<file path="src/rtl/axil_pkg.sv">
// Shared AXI4-Lite definitions: response codes, command opcodes and the CSR master state encoding.
package axil_pkg;

  localparam logic [1:0] RESP_OKAY   = 2'b00;
  localparam logic [1:0] RESP_EXOKAY = 2'b01;
  localparam logic [1:0] RESP_SLVERR = 2'b10;
  localparam logic [1:0] RESP_DECERR = 2'b11;

  typedef enum logic [1:0] {
    OP_WRITE   = 2'b00,
    OP_READ    = 2'b01,
    OP_POLL    = 2'b10,
    OP_ILLEGAL = 2'b11
  } cmd_op_e;

  typedef enum logic [2:0] {
    ST_IDLE,
    ST_WR,
    ST_WB,
    ST_AR,
    ST_RD,
    ST_GAP,
    ST_RSP
  } state_e;

endpackage

</file>
<file path="src/rtl/axil_csr_master.sv">
// AXI4-Lite initiator turning a one-outstanding command/response handshake into CSR writes,
// reads and read-poll-until-match sequences, with a sticky stall timeout flag.
module axil_csr_master
  import axil_pkg::*;
#(
  parameter int ADDR_WIDTH     = 12,
  parameter int DATA_WIDTH     = 32,
  parameter int POLL_GAP       = 16,
  parameter int POLL_MAX       = 1024,
  parameter int TIMEOUT_CYCLES = 4096,
  localparam int STRB_WIDTH    = DATA_WIDTH / 8
) (
  input  logic                  clk,
  input  logic                  rst,
  input  logic                  cmd_valid,
  output logic                  cmd_ready,
  input  logic [1:0]            cmd_op,
  input  logic [ADDR_WIDTH-1:0] cmd_addr,
  input  logic [DATA_WIDTH-1:0] cmd_wdata,
  input  logic [STRB_WIDTH-1:0] cmd_wstrb,
  input  logic [DATA_WIDTH-1:0] cmd_mask,
  output logic                  rsp_valid,
  input  logic                  rsp_ready,
  output logic [DATA_WIDTH-1:0] rsp_rdata,
  output logic [1:0]            rsp_resp,
  output logic                  rsp_poll_fail,
  output logic                  timeout,
  output logic [ADDR_WIDTH-1:0] m_axi_awaddr,
  output logic [2:0]            m_axi_awprot,
  output logic                  m_axi_awvalid,
  input  logic                  m_axi_awready,
  output logic [DATA_WIDTH-1:0] m_axi_wdata,
  output logic [STRB_WIDTH-1:0] m_axi_wstrb,
  output logic                  m_axi_wvalid,
  input  logic                  m_axi_wready,
  input  logic [1:0]            m_axi_bresp,
  input  logic                  m_axi_bvalid,
  output logic                  m_axi_bready,
  output logic [ADDR_WIDTH-1:0] m_axi_araddr,
  output logic [2:0]            m_axi_arprot,
  output logic                  m_axi_arvalid,
  input  logic                  m_axi_arready,
  input  logic [DATA_WIDTH-1:0] m_axi_rdata,
  input  logic [1:0]            m_axi_rresp,
  input  logic                  m_axi_rvalid,
  output logic                  m_axi_rready
);

  // One timer serves both the stall timeout and the poll gap, so it must cover the larger.
  localparam int TIMER_MAX = (TIMEOUT_CYCLES > POLL_GAP) ? TIMEOUT_CYCLES : POLL_GAP;
  localparam int TW = $clog2(TIMER_MAX + 1);
  localparam int PW = $clog2(POLL_MAX + 1);
  localparam logic [TW-1:0] TIMER_SAT = '1;
  localparam logic [TW-1:0] TO_LAST   = TW'(TIMEOUT_CYCLES - 1);
  localparam logic [TW-1:0] GAP_LAST  = TW'(POLL_GAP - 1);
  localparam logic [PW-1:0] POLL_LAST = PW'(POLL_MAX);

  state_e                state_reg, state_next;
  cmd_op_e               op_reg, op_next;
  logic [ADDR_WIDTH-1:0] addr_reg, addr_next;
  logic [DATA_WIDTH-1:0] wdata_reg, wdata_next;
  logic [STRB_WIDTH-1:0] wstrb_reg, wstrb_next;
  logic [DATA_WIDTH-1:0] mask_reg, mask_next;
  logic                  awvalid_reg, awvalid_next;
  logic                  wvalid_reg, wvalid_next;
  logic                  arvalid_reg, arvalid_next;
  logic                  bready_reg, bready_next;
  logic                  rready_reg, rready_next;
  logic                  rsp_valid_reg, rsp_valid_next;
  logic [DATA_WIDTH-1:0] rsp_rdata_reg, rsp_rdata_next;
  logic [1:0]            rsp_resp_reg, rsp_resp_next;
  logic                  poll_fail_reg, poll_fail_next;
  logic                  timeout_reg, timeout_next;
  logic [TW-1:0]         timer_reg, timer_next;
  logic [PW-1:0]         polls_reg, polls_next;

  logic aw_hs, w_hs, waiting;

  assign aw_hs   = awvalid_reg & m_axi_awready;
  assign w_hs    = wvalid_reg & m_axi_wready;
  assign waiting = (state_reg == ST_WR) || (state_reg == ST_WB) ||
                   (state_reg == ST_AR) || (state_reg == ST_RD);

  always_comb begin
    state_next     = state_reg;
    op_next        = op_reg;
    addr_next      = addr_reg;
    wdata_next     = wdata_reg;
    wstrb_next     = wstrb_reg;
    mask_next      = mask_reg;
    awvalid_next   = awvalid_reg;
    wvalid_next    = wvalid_reg;
    arvalid_next   = arvalid_reg;
    bready_next    = 1'b0;
    rready_next    = 1'b0;
    rsp_valid_next = rsp_valid_reg;
    rsp_rdata_next = rsp_rdata_reg;
    rsp_resp_next  = rsp_resp_reg;
    poll_fail_next = poll_fail_reg;
    polls_next     = polls_reg;
    timeout_next   = timeout_reg;
    timer_next     = (timer_reg == TIMER_SAT) ? timer_reg : timer_reg + 1'b1;

    case (state_reg)
      ST_IDLE: begin
        timer_next = '0;
        if (cmd_valid) begin
          op_next        = cmd_op_e'(cmd_op);
          addr_next      = cmd_addr;
          wdata_next     = cmd_wdata;
          wstrb_next     = cmd_wstrb;
          mask_next      = cmd_mask;
          rsp_rdata_next = '0;
          rsp_resp_next  = RESP_OKAY;
          poll_fail_next = 1'b0;
          polls_next     = '0;
          case (cmd_op_e'(cmd_op))
            OP_WRITE: begin
              awvalid_next = 1'b1;
              wvalid_next  = 1'b1;
              state_next   = ST_WR;
            end
            OP_READ, OP_POLL: begin
              arvalid_next = 1'b1;
              polls_next   = PW'(1);
              state_next   = ST_AR;
            end
            default: begin
              rsp_resp_next  = RESP_SLVERR;
              rsp_valid_next = 1'b1;
              state_next     = ST_RSP;
            end
          endcase
        end
      end
      ST_WR: begin
        if (aw_hs) begin
          awvalid_next = 1'b0;
          timer_next   = '0;
        end
        if (w_hs) begin
          wvalid_next = 1'b0;
          timer_next  = '0;
        end
        // AW and W may complete in either order; B is only awaited once both are gone.
        if ((aw_hs || !awvalid_reg) && (w_hs || !wvalid_reg)) begin
          bready_next = 1'b1;
          state_next  = ST_WB;
        end
      end
      ST_WB: begin
        bready_next = 1'b1;
        if (bready_reg && m_axi_bvalid) begin
          bready_next    = 1'b0;
          rsp_resp_next  = m_axi_bresp;
          rsp_valid_next = 1'b1;
          timer_next     = '0;
          state_next     = ST_RSP;
        end
      end
      ST_AR: begin
        if (arvalid_reg && m_axi_arready) begin
          arvalid_next = 1'b0;
          rready_next  = 1'b1;
          timer_next   = '0;
          state_next   = ST_RD;
        end
      end
      ST_RD: begin
        rready_next = 1'b1;
        if (rready_reg && m_axi_rvalid) begin
          rready_next    = 1'b0;
          rsp_rdata_next = m_axi_rdata;
          rsp_resp_next  = m_axi_rresp;
          timer_next     = '0;
          if (op_reg != OP_POLL || m_axi_rresp != RESP_OKAY ||
              ((m_axi_rdata ^ wdata_reg) & mask_reg) == '0) begin
            rsp_valid_next = 1'b1;
            state_next     = ST_RSP;
          end else if (polls_reg == POLL_LAST) begin
            poll_fail_next = 1'b1;
            rsp_valid_next = 1'b1;
            state_next     = ST_RSP;
          end else begin
            state_next = ST_GAP;
          end
        end
      end
      ST_GAP: begin
        if (timer_reg == GAP_LAST) begin
          arvalid_next = 1'b1;
          polls_next   = polls_reg + 1'b1;
          timer_next   = '0;
          state_next   = ST_AR;
        end
      end
      ST_RSP: begin
        if (rsp_ready) begin
          rsp_valid_next = 1'b0;
          state_next     = ST_IDLE;
        end
      end
      default: state_next = ST_IDLE;
    endcase

    if (waiting && timer_reg >= TO_LAST) timeout_next = 1'b1;
  end

  always_ff @(posedge clk) begin
    if (rst) begin
      state_reg     <= ST_IDLE;
      op_reg        <= OP_WRITE;
      addr_reg      <= '0;
      wdata_reg     <= '0;
      wstrb_reg     <= '0;
      mask_reg      <= '0;
      awvalid_reg   <= 1'b0;
      wvalid_reg    <= 1'b0;
      arvalid_reg   <= 1'b0;
      bready_reg    <= 1'b0;
      rready_reg    <= 1'b0;
      rsp_valid_reg <= 1'b0;
      rsp_rdata_reg <= '0;
      rsp_resp_reg  <= '0;
      poll_fail_reg <= 1'b0;
      timeout_reg   <= 1'b0;
      timer_reg     <= '0;
      polls_reg     <= '0;
    end else begin
      state_reg     <= state_next;
      op_reg        <= op_next;
      addr_reg      <= addr_next;
      wdata_reg     <= wdata_next;
      wstrb_reg     <= wstrb_next;
      mask_reg      <= mask_next;
      awvalid_reg   <= awvalid_next;
      wvalid_reg    <= wvalid_next;
      arvalid_reg   <= arvalid_next;
      bready_reg    <= bready_next;
      rready_reg    <= rready_next;
      rsp_valid_reg <= rsp_valid_next;
      rsp_rdata_reg <= rsp_rdata_next;
      rsp_resp_reg  <= rsp_resp_next;
      poll_fail_reg <= poll_fail_next;
      timeout_reg   <= timeout_next;
      timer_reg     <= timer_next;
      polls_reg     <= polls_next;
    end
  end

  assign cmd_ready     = (state_reg == ST_IDLE);
  assign rsp_valid     = rsp_valid_reg;
  assign rsp_rdata     = rsp_rdata_reg;
  assign rsp_resp      = rsp_resp_reg;
  assign rsp_poll_fail = poll_fail_reg;
  assign timeout       = timeout_reg;
  assign m_axi_awaddr  = addr_reg;
  assign m_axi_awprot  = 3'b000;
  assign m_axi_awvalid = awvalid_reg;
  assign m_axi_wdata   = wdata_reg;
  assign m_axi_wstrb   = wstrb_reg;
  assign m_axi_wvalid  = wvalid_reg;
  assign m_axi_bready  = bready_reg;
  assign m_axi_araddr  = addr_reg;
  assign m_axi_arprot  = 3'b000;
  assign m_axi_arvalid = arvalid_reg;
  assign m_axi_rready  = rready_reg;

endmodule

</file>
<file path="config.mk">
export PLATFORM = sky130hd
export DESIGN_NAME = axil_csr_master
export DESIGN_NICKNAME = d
export VERILOG_FILES = /design/src/rtl/axil_pkg.sv /design/src/rtl/axil_csr_master.sv
export SDC_FILE = /design/constraint.sdc
export NUM_CORES = 1
export LEC_CHECK = 0
export ABC_AREA = 1
export CORE_MARGIN = 2
export CORE_UTILIZATION = 46
export DETAILED_ROUTE_END_ITERATION = 7
export PLACE_DENSITY = 0.93
export SETUP_SLACK_MARGIN = 0.05
export SYNTH_ARGS = -nofsm -noshare
export SYNTH_HDL_FRONTEND = slang
export SYNTH_SLANG_ARGS = --single-unit
</file>
<file path="constraint.sdc">
create_clock -name clk -period 1.9 [get_ports clk]
set_input_delay 0.38 -clock clk [delete_from_list [all_inputs] [get_ports clk]]
set_output_delay 0.38 -clock clk [all_outputs]
set_load 0.005 [all_outputs]
</file>
Yosys cells after proc, flatten, opt, wreduce, memory -nomap -nowiden:

Index checks and enable logic that the tools add are counted.

* output and inout port bits: 109
* register bits: 151
* bits of input ports: 127
* word-level logic and storage cells: 148

* bitwise gates (word level): 4
* reductions and logical operators: 36
* equal/unequal tests: 27
* multiplexer cells: 60
* $add $sub $neg: 2
* magnitude comparators: 1

Operator list (count)
* 13-bit 2-to-1 mux: 7
* 13-bit one-hot mux with 6 select lines: 1
* 32-bit 2-to-1 mux: 2
* 32-bit one-hot mux with 2 select lines: 1
* 32-bit bitwise AND: 1
* 32-bit zero test: 1
* 32-bit XOR: 1
* 1-bit 2-to-1 mux: 23
* 11-bit 2-to-1 mux: 2
* 11-bit one-hot mux with 2 select lines: 1
* 3-bit 2-to-1 mux: 7
* 3-bit one-hot mux with 7 select lines: 1
* 2-bit inequality test, second input constant: 8
* 2-bit by 1-bit inequality test with 1-bit output, second input constant: 7
* 7-bit AND reduction: 2
* 13-bit by 1-bit adder with 13-bit output, second input constant: 1
* 13-bit == test, second input constant: 1
* 13-bit by 4-bit == test with 1-bit output, second input constant: 1
* 13-bit by 12-bit greater-or-equal comparator with 1-bit output, second input constant: 1
* 2-bit 2-to-1 mux: 6
* 4-bit AND reduction: 3
* 11-bit by 1-bit adder with 11-bit output, second input constant: 1
* 11-bit == test, second input constant: 1
* 1-bit one-hot mux with 2 select lines: 5
* other kinds (24): 45

Depth between registers and ports, before layout:

* word-level depth: 7
* mapped depth: 13
* depth with buffers taken out: 13

Worst setup path before layout:

No wires, ideal clock.

* path type: flip-flop to flip-flop
* start point: register timer_reg[0]
* end point: register timer_reg[7]
* setup time: 117 ps
* slack: 218 ps
* required time: 1783 ps
* clock period less this slack: 1682 ps
* stages on the path, launching flop included: 13
* arrival: 1565 ps
* buffers on the path: 0
* path through: dfxtp_1 > ha_1 > nand3_2 > nor3_2 > nand2_1 > nor2_2 > nand3_2 > inv_2 > nor3_1 > nand2_1 > inv_1 > a21oi_1 > nor2_1

* longest elaborated chain between the ends: 5
* elaborated cells between the ends (all ways): 11
* classes of those cells: 1 x add/sub; 2 x eq/ne; 8 x mux

RTL lines
* start, declared: RTL line axil_csr_master.sv:74 `logic [TW-1:0] timer_reg, timer_next;`
* start signal, assigned: RTL line axil_csr_master.sv:246 `timer_reg <= timer_next;`
* 13-bit by 1-bit adder with 13-bit output / 13-bit == test (equally long branches): RTL line axil_csr_master.sv:102 `timer_next = (timer_reg == TIMER_SAT) ? timer_reg : timer_reg + 1'b1;`
* 13-bit 2-to-1 mux: RTL line axil_csr_master.sv:102
* 13-bit 2-to-1 mux: RTL line axil_csr_master.sv:137 `if (aw_hs) begin`
* 13-bit 2-to-1 mux: RTL line axil_csr_master.sv:141 `if (w_hs) begin`
* 13-bit one-hot mux with 6 select lines *: RTL line axil_csr_master.sv:104 `case (state_reg)`

Mark *: on every way between the ends. The rest lies on a longest branch, timed or not.
A chain may end at the register's enable or synchronous reset.

Worst setup path in the final report:

* start point: register timer_reg[1]
* end point: register timer_reg[10]

The elaborated chain is that of the path after synthesis.

==> run metrics <==
status completed; Critical Path Fanout Max 4; Slew Viols, Final 0; synthesized area per cell 6.95 um2; min Tclk post-route 1.87 ns; RSZ-0062 raised after global routing true; Max Clock Freq 0.534 GHz; Setup TNS Final 0 ns; maximum capacitance violations 0; largest area contributor in the netlist dfxtp_1; number of synthesized flops with an enable pin 0; final worst path period share 98.5%; synth unique cells 43; met2 GRT Util 49.0%; area taken by multi-input logic gates 0.00329 mm2; Pwr Density 1650 mW/mm2; setup ws final 0.0290 ns; worst skew pair latency 0.43 ns; # fillers 1,009; Die Wd 127 um; Final #Nets 1,388; Post-Route WL 24,000 um; register area share after synthesis 43.8%; clk_skew 0.0134 ns; die height 127 um; post-layout util 73.0%; leakage 0.00447 uW; hold buffers post-CTS 0; Mapped Cells 994; TritonCTS buffer count 17; final setup violation count 0; clk sinks 151; final hold vios 0; CP Launch Type flop; Antenna Cells 0; synth-to-layout area growth 54.2%; Total GRT Usage 27.7%; TritonRoute pass-1 iters 8; most common library cells after synthesis 186 x nand2_1, 151 x dfxtp_1, 145 x nor2_1; first-pass GRT wire length 35,700 um; top post-synthesis cells by area dfxtp_1 44%, nand2_1 10%, nor2_1 7.9%; synthesized flop and latch total 151; pre-CTS WS -0.160 ns; number of global-route vias before repair 7,415; largest net degree at the start of global routing 74; Post-synth ARST share 0%; clk slew on worst S/H paths 0.06 ns; Hold/Removal Path Class primary input to flop; Placer Congestion 0.964; YS warnings 0; Initial Utilization 47.3%; 1st-iter DRT viols 667; synthesized area 0.00691 mm2; met1 usage 31.6%; buffers added on ports 229; Vias/cell 5.36; post-route ant nets 0; Tightest Pin Transition 0.532 ns; CTS H-tree lvls 4; via count 7,793; Boundary Pins 236; core area 0.0146 mm2; met3 usage 7.38%; most common cell in the synthesized netlist nand2_1; drt drc 0; total gr overflow 0; critical path required time 2.20 ns; per-cell routed wire length 16.5 um; layout cells sized above 1 12.7%; Max clock buf depth 2; critical path type flop to flop; worst rel slew slack 64.6%; initial antenna violation count 0; placed wire-length estimate 15,800 um; CP endpoint kind flop; GR peak layer met2; Site Rows 44; Synth Flop Type dfxtp_1; CTS tree yes; Die Area 0.0160 mm2; top-area cell type share of the netlist area 43.8%; CTS root buffer clkbuf_16; total power draw 17,500 uW; sequential cell area 0.00304 mm2; Worst VDD drop 1.01 mV; Critical Path AT 2.17 ns
final cells by class:
class	count	share of cell area (%)
multi-input combinational	670	30.9
sequential	151	28.5
timing repair buffer	301	28.3
clock buffer	20	4.19
inverter	115	4.15
tap	184	2.16
clock inverter	12	1.87
power by group:
group / switching (uW) / internal (uW)
Sequential: 779 / 4290
Combinational: 4580 / 4160
Clock: 1370 / 2370
worst max-delay path, cell delays in order, from the launching register on:
cell and delay (ns):
dfxtp_4 0.36, ha_4 0.15, nand3_4 0.10, nor3_4 0.23, nand2_2 0.14, nor2_4 0.17, nand3_4 0.13, buf_6 0.16
nand3_2 0.08, o21ai_0 0.08, nor3b_2 0.16
path summary, 6_finish.rpt:
| check | from | to | slack, ns | cells past startpoint |
|---|---|---|---|---|
| setup reg to reg | timer_reg[1]$_SDFF_PP0_ | timer_reg[10]$_SDFF_PP0_ | 0.03 | 10 |
| hold / removal | rst | rsp_poll_fail$_SDFFE_PP0P_ | 0.41 | 5 |
| setup / recovery | timer_reg[1]$_SDFF_PP0_ | timer_reg[10]$_SDFF_PP0_ | 0.03 | 10 |
| hold reg to reg | rsp_poll_fail$_SDFFE_PP0P_ | rsp_poll_fail$_SDFFE_PP0P_ | 0.47 | 2 |
kinds of logic after synthesis:
| kind of cell | after synthesis | synth area share, % |
|---|---|---|
| AOI/OAI and AO/OA | 196 | 14.8 |
| adders and majority gates | 5 | 0.906 |
| other | 1 | 0.0543 |
| and+or+nand+nor | 457 | 28.4 |
| xor gates and xnor gates | 6 | 0.761 |
| buffers and inverters | 178 | 11.3 |
| DFF | 151 | 43.8 |
stage by stage:
step / instance area, um2 / hold slack [ns] / cells
global route: 10700 / 0.409 / 1453
detailed placement: 9510 / 0.443 / 1394
floorplan: 6930 / 0.445 / 999
finish: 10700 / 0.408 / 1453
global placement: 9510 / 0.443 / 1394
CTS: 10200 / 0.396 / 1430
per-layer routing:
layer	vias to the layer above	share of wire, %
met2	385	50
met3	75	7.8
met5	-	0
met4	0	3.3
li1	3703	-
met1	3630	39
what timing repair did:
item | in CTS | in global routing
pin swaps | 3 | 15
gates resized for setup | 15 | 48
gates cloned | 0 | 3
buffers inserted | 4 | 21
setup endpoints to repair | 15 | 63
placed cells by master (no fill, tap or decap), types with 3 or more instances in the layout:
master / n
dfxtp_4: 3
o21ai_1: 26
nand2_1: 181
nor2_2: 3
o21ai_0: 67
dfxtp_1: 146
o21ai_2: 3
nand2_2: 6
nor3_1: 16
clkdlybuf4s50_1: 227
ha_1: 4
buf_6: 6
inv_1: 104
inv_2: 7
or2_2: 3
nand4_1: 7
a21oi_1: 82
nor3_4: 3
bufinv_16: 5
clkbuf_16: 20
buf_4: 54
a21oi_2: 4
clkinv_4: 3
buf_12: 8
conb_1: 6
nand3_1: 76
clkinv_2: 3
nor2_1: 142
nand3_4: 3
nand2_4: 3
nor2_4: 7
xor2_1: 6
Note: power is estimated with default switching activity, not from simulation.
